===== config.mk =====
export PLATFORM = sky130hd
export DESIGN_NAME = sw_debounce
export DESIGN_NICKNAME = d
export VERILOG_FILES = /design/src/rtl/sw_debounce.sv
export SDC_FILE = /design/constraint.sdc
export NUM_CORES = 1
export LEC_CHECK = 0
export ABC_AREA = 1
export BUFFER_PORTS_ARGS = -buffer_cell sky130_fd_sc_hd__buf_4
export CORE_MARGIN = 2
export CORE_UTILIZATION = 30
export CTS_BUF_LIST = sky130_fd_sc_hd__clkbuf_8
export CTS_CLUSTER_SIZE = 12
export DETAILED_ROUTE_END_ITERATION = 16
export GPL_ROUTABILITY_DRIVEN = 1
export GPL_TIMING_DRIVEN = 0
export PLACE_DENSITY = 0.54
export SYNTH_ARGS = -nofsm -noshare
export SYNTH_HDL_FRONTEND = slang
export SYNTH_SLANG_ARGS = --single-unit

===== constraint.sdc =====
create_clock -name clk -period 1.1 [get_ports clk]
set_clock_uncertainty 0.1 [all_clocks]
set_input_delay 0.275 -clock clk [delete_from_list [all_inputs] [get_ports clk]]
set_output_delay 0.275 -clock clk [all_outputs]
set_load 0.01 [all_outputs]

===== src/rtl/sw_debounce.sv =====
// Switch debouncer: two-flop synchronizer followed by a per-bit stable-count filter.
// Define SW_EDGE_EN to build the pressed/released one-cycle edge pulses.
module sw_debounce #(
    parameter int unsigned N         = 8,
    parameter int unsigned DB_CYCLES = 4
) (
    input  logic         clk,
    input  logic         reset,
    input  logic [N-1:0] sw_in,
    output logic [N-1:0] sw_out,
    output logic [N-1:0] pressed,
    output logic [N-1:0] released
);

    localparam int unsigned CW = (DB_CYCLES > 1) ? $clog2(DB_CYCLES) : 1;
    localparam logic [CW-1:0] CNT_LAST = CW'(DB_CYCLES - 1);

    logic [N-1:0]         s0;
    logic [N-1:0]         s1;
    logic [N-1:0]         out_nxt;
    logic [N-1:0][CW-1:0] cnt;
    logic [N-1:0][CW-1:0] cnt_nxt;

    // Metastability guard for the asynchronous board inputs
    always_ff @(posedge clk or negedge reset) begin
        if (!reset) begin
            s0 <= '0;
            s1 <= '0;
        end else begin
            s0 <= sw_in;
            s1 <= s0;
        end
    end

    // A bit is accepted only after DB_CYCLES consecutive synchronized samples
    // disagree with the current output; any agreement restarts the count.
    always_comb begin
        cnt_nxt = cnt;
        out_nxt = sw_out;
        for (int i = 0; i < int'(N); i++) begin
            if (s1[i] == sw_out[i]) begin
                cnt_nxt[i] = '0;
            end else if (cnt[i] == CNT_LAST) begin
                cnt_nxt[i] = '0;
                out_nxt[i] = s1[i];
            end else begin
                cnt_nxt[i] = cnt[i] + CW'(1);
            end
        end
    end

    always_ff @(posedge clk or negedge reset) begin
        if (!reset) begin
            cnt    <= '0;
            sw_out <= '0;
        end else begin
            cnt    <= cnt_nxt;
            sw_out <= out_nxt;
        end
    end

`ifdef SW_EDGE_EN
    // Pulses line up with the cycle in which sw_out first shows the new level
    always_ff @(posedge clk or negedge reset) begin
        if (!reset) begin
            pressed  <= '0;
            released <= '0;
        end else begin
            pressed  <= out_nxt & ~sw_out;
            released <= ~out_nxt & sw_out;
        end
    end
`else
    assign pressed  = '0;
    assign released = '0;
`endif

endmodule


---- Word level (Yosys, flattened, before mapping) ----
Cells that the tools add are included.
operators by class
  add/subtract/negate cells ............... 8
  equal/unequal tests ..................... 16
  mux-type cells .......................... 16
  bitwise operators ....................... 8
  reductions and logical operators ........ 8
operator list
  cell                 count
  $mux 2               16
  $add 2x1->2 const B  8
  $eq 2x2->1 const B   8
  $reduce_and 2->1     8
  $eq 1x1->1           8
  $not 1->1            8
storage, ports and cells
  flip-flop bits (word level) ............. 40
  input bits .............................. 10
  output and inout port bits .............. 24
  word-level logic and storage cells ...... 74

---- Logic depth before layout (Yosys ltp) ----
Gate-level depths: netlist of run 1.
  depth in word-level cells ............... 3
  gate-level depth with buffers ........... 4
  depth with buffers taken out ............ 4

---- Worst setup path after synthesis of run 1 ----
No wires, ideal clock.
  path type ............................... reg-to-reg
  start ................................... reg cnt[10] (netlist name)
  end ..................................... reg cnt[10] (netlist name)
  arrival ................................. 851 ps
  data required time ...................... 929 ps
  slack ................................... 78 ps
  stages on the path, launching flop included .. 4
  path buffers ............................ 0
  period minus slack after synthesis ...... 1,022 ps
  cell sequence ........................... dfrtp_1 ha_1 or2_0 nor2_1
RTL lines
  what                      RTL line  source
  start: declaration        21        logic [N-1:0][CW-1:0] cnt;
  start signal: assignment  57        cnt <= cnt_nxt;

---- Worst setup path after layout of run 1 ----
  start ................................... reg sw_out[3]
  end ..................................... out sw_out[3]
RTL lines
  what                      RTL line  source
  start: declaration        10        output logic [N-1:0] sw_out,
  start signal: assignment  58        sw_out <= out_nxt;
No word-level cell between the ends.

==> results by group, run 1 <==
Clocking
  – Clock Root Buffer: clkbuf_8
  – Clock Tree Buf Depth: 2
  – Clock latency on the worst-skew pair: about 0.28 ns
  – Clk pin slew, worst setup/hold paths: 0.07 ns
  – Sink Count: 40
  – CTS tree: built
  – Num CTS Buffers: 5
  – CTS H-tree depth: 2

Finish
  – Final Util: 0.428
  – Layout cell share with drive strength beyond 1: 0.308
  – Fill cells: 493
  – Fin nets: between 200 and 250
  – # diodes: 0
  – FF/Latch Area: 1000 um^2
  – Synthesis-to-layout area growth: 38.0%
  – Area of the multi-input gates: about 460 um^2

Synth
  – Multiplexer area fraction after synthesis: 0
  – Post-Synth Adder-Cell Area: 0.0631
  – Synth area leader: dfrtp_1
  – Warning count from the yosys run: 0
  – #FFs+latches synth: 40
  – Share of the synthesized area in the top cell type: 0.631
  – Yosys cell types: 9
  – Synthesized instance count: between 150 and 200
  – Post-Synth XOR/XNOR Area: 0
  – Largest family of logic cells by synthesized area: simple AND/OR/NAND/NOR gates
  – Syn avg cell area: roughly 10 um^2
  – Area contributors post-synth: dfrtp_1 (63%), buf_4 (7.6%), nand2_1 (7.6%)
  – Simple-gate share of the synthesized area: 0.145
  – Synth Area in Compound Gates: 0.0253
  – Sequential share of the synthesized area: 0.631
  – Synth Cell Area: ~1600 um^2

Critical path
  – Buf/Inv on CP: 1
  – Worst EP arrival: approximately 0.8 ns
  – CP Max Fanout: 2
  – Worst setup SP type: register
  – Crit end category: output port
  – CP max stage cell: dfrtp_1
  – Critical Path RT: 0.72 ns
  – Top delay family on crit path: flip-flops
  – CP Class: register to output port
  – Max incr delay on CP: about 0.39 ns
  – CP cell instances: buf_6

STA
  – Setup TNS: -0.585 ns
  – Final Hold Fails: 0
  – Unrepaired setup endpoints after global routing: true
  – Crit share post-route: 1.07
  – Hold_ws: roughly 0.25 ns
  – Final WS setup: -0.0781 ns
  – Final setup fails: 8
  – Tmin final: around 1.2 ns
  – Fin. max-slew vios: 0
  – Highest clock rate: ~850 MHz

Floorplanning
  – CORE AREA: around 5100 um^2
  – Chip height: ~77 um
  – Die width: approximately 77 um
  – # rows: 26
  – Die area: 5880 um^2
  – Starting Density: 0.310
  – I/O pins: 34

Flow run
  – Maxcap violations: 0

Route
  – Routed vias/inst: 3.69
  – DR iter-0 viols: 50
  – Antenna-violating nets left: 0
  – Vias: ~1,000
  – Post-Route WL: 2300 um
  – Remaining DRCs: 0
  – Detailed Routing Iterations Pass 1: 2
  – Avg WL per Cell: ~8.1 um

Outcome
  – Failing checks: negative setup slack
  – Status: finished with violations

Placement
  – DP HPWL: 1490 um
  – Port Buffer Count: 17
  – GPL Wtd Cong: just under 0.7

Power and ir drop
  – Leak pwr: 1.17 nW
  – Worst IR Drop VDD: 1120 uV
  – Pwr dens: roughly 2100 nW/um^2

Global routing
  – Global-route wire length before repair: around 4300 um
  – Total GRT Usage: 0.0921
  – GRT Residual Overflow: 0
  – Vias in the first global route: about 1,000
  – Pin count of the biggest net entering global routing: 41
  – Initial antenna violation count: 0

Hold path
  – Hold crit path type: register to register
kinds of logic after synthesis:
logic type	after synthesis
AO/OA/AOI/OAI	8
AND/OR/NAND/NOR	56
other	1
flip-flops	40
buffers and inverters	40
adder cells (fa/ha/maj)	8
through the flow:
step / setup WS (ns) / power, mW / instance area [um^2] / cells
after floorplan: 0.0782 / 2.89 / 1640 / 168
after detailed placement: -0.0245 / 3.32 / 1860 / 255
after global routing: -0.132 / 5.14 / 2190 / 284
after CTS: -0.0976 / 4.64 / 2130 / 280
after global placement: 0.0337 / 3.27 / 1860 / 255
final: -0.0781 / 4.67 / 2190 / 284
metal layers:
| layer | GRT usage | routed length, um | vias to the layer above |
|---|---|---|---|
| li1 | - | - | 538 |
| met1 | 0.0997 | 995 | 481 |
| met2 | 0.158 | 1170 | 23 |
| met3 | 0.0424 | 97 | 5 |
| met4 | 0.0327 | 38 | 0 |
| met5 | 0 | 0 | - |
cell usage after synthesis:
cell / instances
or2_0: 8
nor2_1: 16
nand2_1: 32
inv_1: 24
o21ai_0: 8
dfrtp_1: 40
conb_1: 1
buf_4: 16
ha_1: 8
sequential cells by signal, summed over array words and instances, names as in the netlist:
| register | cells |
|---|---|
| cnt | 16 |
| s0 | 8 |
| s1 | 8 |
| sw_out | 8 |
area by class of cell:
| type | instances | share of cell area |
|---|---|---|
| buffer | 16 | 0.0549 |
| clock buffer | 6 | 0.0378 |
| clock inverter | 2 | 0.00458 |
| inverter | 24 | 0.0412 |
| multi-input combinational | 88 | 0.209 |
| sequential | 40 | 0.458 |
| tap | 70 | 0.0400 |
| timing repair buffer | 38 | 0.154 |
timing repair:
| item | in CTS | in global routing |
|---|---|---|
| pin swaps | 1 | 14 |
| endpoints found under the setup margin | 9 | 16 |
| gates cloned | 0 | 0 |
| hold buffers | 9 | 0 |
| gates resized for setup | 9 | 12 |
| hold endpoints to repair | 48 | 0 |
| setup buffers | 8 | 4 |
worst reg2reg max path, stage by stage, from the launching register on:
cell     delay, ns
dfrtp_1       0.39
ha_2          0.18
or2_0         0.20
nor2_1        0.12
power breakdown:
part / total, mW / switching [mW] / internal (mW)
clock: 0.969 / 0.469 / 0.500
sequential: 2.09 / 0.213 / 1.88
combinational: 1.61 / 0.719 / 0.890
final timing paths:
check / startpoint / endpoint / slack [ns] / cells past startpoint
max: sw_out[3] / sw_out[3] / -0.08 / 1
min: s0[4] / s1[4] / 0.25 / 0
max reg2reg: cnt[14] / cnt[14] / 0.04 / 3
min reg2reg: s0[4] / s1[4] / 0.25 / 0
max in group asynchronous: reset / s0[4] / 0.16 / 2
min in group asynchronous: reset / sw_out[5] / 0.39 / 2
cells in the final DEF (no fill, tap or decap):
master	n
or2_0	8
nand2_1	29
buf_4	37
inv_1	22
dfrtp_1	40
nor2_1	16
dlygate4sd3_1	9
buf_6	8
clkinv_2	2
o21ai_0	8
ha_2	8
clkbuf_8	6
nand2_2	3
conb_1	16
inv_2	2
(Power assumes the default switching activity.)
==> inputs of run 2 (changes only) <==
--- a/config.mk
+++ b/config.mk
@@ -15,6 +15,7 @@
 export GPL_ROUTABILITY_DRIVEN = 1
 export GPL_TIMING_DRIVEN = 0
 export PLACE_DENSITY = 0.54
+export RECOVER_POWER = 50
 export SYNTH_ARGS = -nofsm -noshare
 export SYNTH_HDL_FRONTEND = slang
 export SYNTH_SLANG_ARGS = --single-unit
==> run 2 against run 1 <==
The flow still finishes with violations (negative setup slack). Hold slack about the same. Sequential share of layout area up 0.21 points. Via count down 0.19%. Setup slack about the same. Die area unchanged. Fmax about the same.
==> results by group, run 2 (synthesized netlist as in run 1, its figures left out) <==
Flow run
  – Maxcap violations: 0

Clocking
  – CTS tree: built
  – Clock latency on the worst-skew pair: 0.28 ns
  – Clk pin slew, worst setup/hold paths: ~0.070 ns
  – CTS H-tree depth: 2
  – Sink Count: 40
  – Num CTS Buffers: 5
  – Clock Root Buffer: clkbuf_8
  – Clock Tree Buf Depth: 2

Finish
  – Most common cell after layout, fill and taps aside: dfrtp_1
  – Fill cells: ~500
  – Most flop-heavy register: cnt
  – Fin nets: ~230
  – # diodes: 0
  – Area of the multi-input gates: approximately 450 um^2
  – Final instance area: between 2000 and 2500 um^2
  – FF/Latch Area: roughly 1000 um^2
  – Synthesis-to-layout area growth: 37.3%
  – Final Util: 0.426
  – Commonest non-fill, non-tap cells in the layout: dfrtp_1 (40), nand2_1 (29), buf_4 (28)
  – Post-Layout Cell Count: 284
  – Max FFs per register: 16
  – Layout cell share with drive strength beyond 1: 0.285

Route
  – Avg WL per Cell: 8.05 um
  – Post-Route WL: 2290 um
  – Antenna-violating nets left: 0
  – Routed vias/inst: roughly 3.7
  – Remaining DRCs: 0
  – Detailed Routing Iterations Pass 1: 2
  – Vias: 1,045
  – DR iter-0 viols: 48

Global routing
  – Vias in the first global route: roughly 1,000
  – GRT Residual Overflow: 0
  – Pin count of the biggest net entering global routing: between 40 and 50
  – Initial antenna violation count: 0
  – Total GRT Usage: 0.0921
  – Global-route wire length before repair: 4260 um

Placement
  – Placed cells: about 260
  – Dpl cell area: 1860 um^2
  – Port Buffer Count: 17
  – GPL Wtd Cong: ~0.69
  – Pre-CTS setup slack: -0.0245 ns
  – DP HPWL: around 1500 um

Floorplanning
  – Starting Density: 0.310
  – # rows: 26
  – Die area: 5880 um^2
  – Chip height: about 77 um
  – CORE AREA: approximately 5100 um^2
  – I/O pins: 34
  – Die width: around 77 um

Power and ir drop
  – Combinational power share: 0.343
  – Pwr dens: between 2000 and 2500 nW/um^2
  – Leak pwr: around 1.2 nW
  – Overall power: 4.65 mW
  – Clock share of power: 0.208
  – Switching Fraction: 0.299
  – P_int: about 3.3 mW
  – Worst IR Drop VDD: between 1000 and 1500 uV
  – Reg power frac: 0.449
  – Switching power total: about 1.4 mW

Hold path
  – Hold crit path type: register to register
  – Hold Crit Start: s0[4]

Critical path
  – CP max stage cell: dfrtp_1
  – CP Max Fanout: 2
  – Worst EP arrival: roughly 0.80 ns
  – FF-to-FF Start: sw_out[5]
  – Buf/Inv on CP: 1
  – CP Class: register to output port
  – Critical Path RT: 0.72 ns
  – CP cell instances: buf_6
  – Max incr delay on CP: approximately 0.4 ns
  – Top delay family on crit path: flip-flops
  – Worst Setup SP: sw_out[5]
  – Worst setup SP type: register
  – Crit end category: output port

Outcome
  – Status: finished with violations
  – Failing checks: negative setup slack

STA
  – Highest clock rate: ~850 MHz
  – Tmin final: ~1.2 ns
  – Unrepaired setup endpoints after global routing: true
  – Final setup fails: 8
  – Fin. max-slew vios: 0
  – Final WS setup: -0.0776 ns
  – Setup TNS: -0.581 ns
  – Final Hold Fails: 0
  – Hold_ws: 0.248 ns
  – Crit share post-route: 1.07
==> run 2: final timing paths <==
path	endpoint	slack [ns]	cells past startpoint
setup reg to reg	cnt[10]	0.01	6
setup / recovery	sw_out[5]	-0.08	1
hold / removal	s1[4]	0.25	0
max in group asynchronous	s0[4]	0.16	2
hold reg to reg	s1[4]	0.25	0
min in group asynchronous	sw_out[5]	0.39	2
==> run 2: layer usage <==
layer / global-route usage / vias up / wire length (um)
met5: 0 / - / 0
met4: 0.0327 / 0 / 38
met1: 0.0997 / 479 / 986
met3: 0.0424 / 5 / 97
met2: 0.158 / 23 / 1160
li1: - / 538 / -
==> run 2: layout make-up <==
cell class | count | area share
flip-flops and latches | 40 | 0.460
multi-input cells | 88 | 0.206
repair buffers | 38 | 0.155
plain buffers | 16 | 0.0552
inverters | 24 | 0.0414
well taps | 70 | 0.0402
clock buffers | 6 | 0.0379
clock inverters | 2 | 0.00460
==> run 2: repair_timing <==
action,in CTS,in global routing
hold endpoints to repair,48,0
resized for setup,9,12
hold buffers,9,0
buffers inserted,8,4
setup endpoints to repair,9,16
pin swaps,1,14
==> run 2: power groups by stage <==
stage	registers (mW)	logic (mW)	clock network, mW
2_1_floorplan	2.14	0.751	0
3_3_place_gp	2.11	1.15	0
3_5_place_dp	2.13	1.20	0
4_1_cts	2.09	1.52	1.03
5_1_grt	2.15	1.87	1.10
6_report	2.09	1.59	0.968
==> inputs of run 3 (changes only) <==
--- a/config.mk
+++ b/config.mk
@@ -14,6 +14,7 @@
 export DETAILED_ROUTE_END_ITERATION = 16
 export GPL_ROUTABILITY_DRIVEN = 1
 export GPL_TIMING_DRIVEN = 0
+export MAX_ROUTING_LAYER = met4
 export PLACE_DENSITY = 0.54
 export RECOVER_POWER = 50
 export SYNTH_ARGS = -nofsm -noshare
==> run 3 against run 2 <==
The run still ends with negative setup slack left. Critical path depth unchanged. Cell area unchanged. Fmax about the same. Clock power about the same. Combinational power about the same. Largest power group unchanged. Highest routed layer unchanged.
==> results by group, run 3 (synthesized netlist as in run 1, its figures left out) <==
Outcome
  – Status: finished with violations
  – Failing checks: negative setup slack

Route
  – Post-Route WL: ~2300 um
  – Routed vias/inst: around 3.7
  – Avg WL per Cell: 8.05 um
  – DR iter-0 viols: 45
  – Detailed Routing Iterations Pass 1: 2
  – Antenna-violating nets left: 0
  – Vias: between 1,000 and 1,500
  – Remaining DRCs: 0

Finish
  – FF/Latch Area: around 1000 um^2
  – Area of the multi-input gates: about 450 um^2
  – Synthesis-to-layout area growth: 37.3%
  – Fill cells: slightly below 500
  – Final Util: 0.426
  – Commonest non-fill, non-tap cells in the layout: dfrtp_1 (40), nand2_1 (29), buf_4 (28)
  – Most flop-heavy register: cnt
  – Max FFs per register: 16
  – Final instance area: around 2200 um^2
  – Most common cell after layout, fill and taps aside: dfrtp_1
  – Fin nets: around 230
  – Layout cell share with drive strength beyond 1: 0.285
  – # diodes: 0

Placement
  – Port Buffer Count: 17
  – Dpl cell area: approximately 1900 um^2
  – DP HPWL: between 1000 and 1500 um
  – GPL Wtd Cong: ~0.69

STA
  – Final setup fails: 8
  – Highest clock rate: approximately 850 MHz
  – Tmin final: 1.18 ns
  – Fin. max-slew vios: 0
  – Crit share post-route: 1.07
  – Hold_ws: between 0.2 and 0.25 ns
  – Setup TNS: -0.581 ns
  – Unrepaired setup endpoints after global routing: true
  – Final WS setup: -0.0776 ns
  – Final Hold Fails: 0

Floorplanning
  – Chip height: between 70 and 80 um
  – Die width: about 77 um
  – Die area: between 5000 and 6000 um^2
  – CORE AREA: slightly above 5000 um^2
  – # rows: 26
  – Starting Density: 0.310
  – I/O pins: 34

Power and ir drop
  – Overall power: 4.65 mW
  – Pwr dens: between 2000 and 2500 nW/um^2
  – P_int: ~3.3 mW
  – Clock share of power: 0.208
  – Combinational power share: 0.343
  – Reg power frac: 0.449
  – Leak pwr: 1.17 nW
  – Switching power total: around 1.4 mW
  – Switching Fraction: 0.299
  – Worst IR Drop VDD: ~1100 uV

Critical path
  – R2R setup slack: roughly 0.01 ns
  – Crit end category: output port
  – Max incr delay on CP: approximately 0.39 ns
  – Worst setup SP type: register
  – CP cell instances: buf_6
  – Critical Path RT: about 0.72 ns
  – Top delay family on crit path: flip-flops
  – Worst EP arrival: 0.80 ns
  – Buf/Inv on CP: 1
  – CP Class: register to output port
  – CP Max Fanout: 2
  – CP max stage cell: dfrtp_1

Clocking
  – Num CTS Buffers: 5
  – CTS tree: built
  – Clk pin slew, worst setup/hold paths: roughly 0.070 ns
  – Clock Root Buffer: clkbuf_8
  – Sink Count: 40
  – Clock Tree Buf Depth: 2
  – Clock latency on the worst-skew pair: approximately 0.28 ns
  – CTS H-tree depth: 2

Hold path
  – Hold crit path type: register to register

Global routing
  – Global-route wire length before repair: roughly 4300 um
  – Total GRT Usage: 0.0947
  – Initial antenna violation count: 0
  – Vias in the first global route: 1,041
  – GRT Residual Overflow: 0
  – Pin count of the biggest net entering global routing: 41

Flow run
  – Maxcap violations: 0
[run 3: per-stage QoR]
stage                     cells  setup slack, ns
final                       284          -0.0776
after global routing        284           -0.132
after CTS                   280          -0.0976
after detailed placement    255          -0.0245
after global placement      255           0.0337
after floorplan             168           0.0782
[run 3: worst paths after layout]
path / startpoint / to / depth (start not counted)
min in group asynchronous: reset / sw_out[5] / 2
min reg2reg: s0[4] / s1[4] / 0
max reg2reg: sw_out[5] / cnt[10] / 6
max in group asynchronous: reset / s0[4] / 2
min: s0[4] / s1[4] / 0
max: sw_out[5] / sw_out[5] / 1
[run 3: layout make-up]
class                           instances  share of cell area
Tap cell                               70              0.0402
Timing Repair Buffer                   38               0.155
Sequential cell                        40               0.460
Multi-Input combinational cell         88               0.206
Buffer                                 16              0.0552
Inverter                               24              0.0414
Clock inverter                          2             0.00460
Clock buffer                            6              0.0379
[run 3: power groups by stage]
stage | Sequential [mW] | Combinational (mW) | Clock [mW]
6_report | 2.09 | 1.59 | 0.968
5_1_grt | 2.15 | 1.87 | 1.10
4_1_cts | 2.09 | 1.52 | 1.03
3_5_place_dp | 2.13 | 1.20 | 0
3_3_place_gp | 2.11 | 1.15 | 0
2_1_floorplan | 2.14 | 0.751 | 0
[run 3: metal layers]
metal | part of all wire | routed length (um) | global-route usage | up-vias
met2 | 0.51 | 1160 | 0.158 | 23
met4 | 0.017 | 38 | 0.0327 | 0
li1 | - | - | - | 538
met3 | 0.043 | 98 | 0.0424 | 5
met1 | 0.43 | 985 | 0.0997 | 479
met5 | 0 | 0 | - | -
[run 3: repair_timing]
action,CTS,global route
hold endpoints to repair,48,0
gates resized for setup,9,12
endpoints found under the setup margin,9,16
buffers inserted,8,4
hold buffers,9,0
pin swaps,1,14
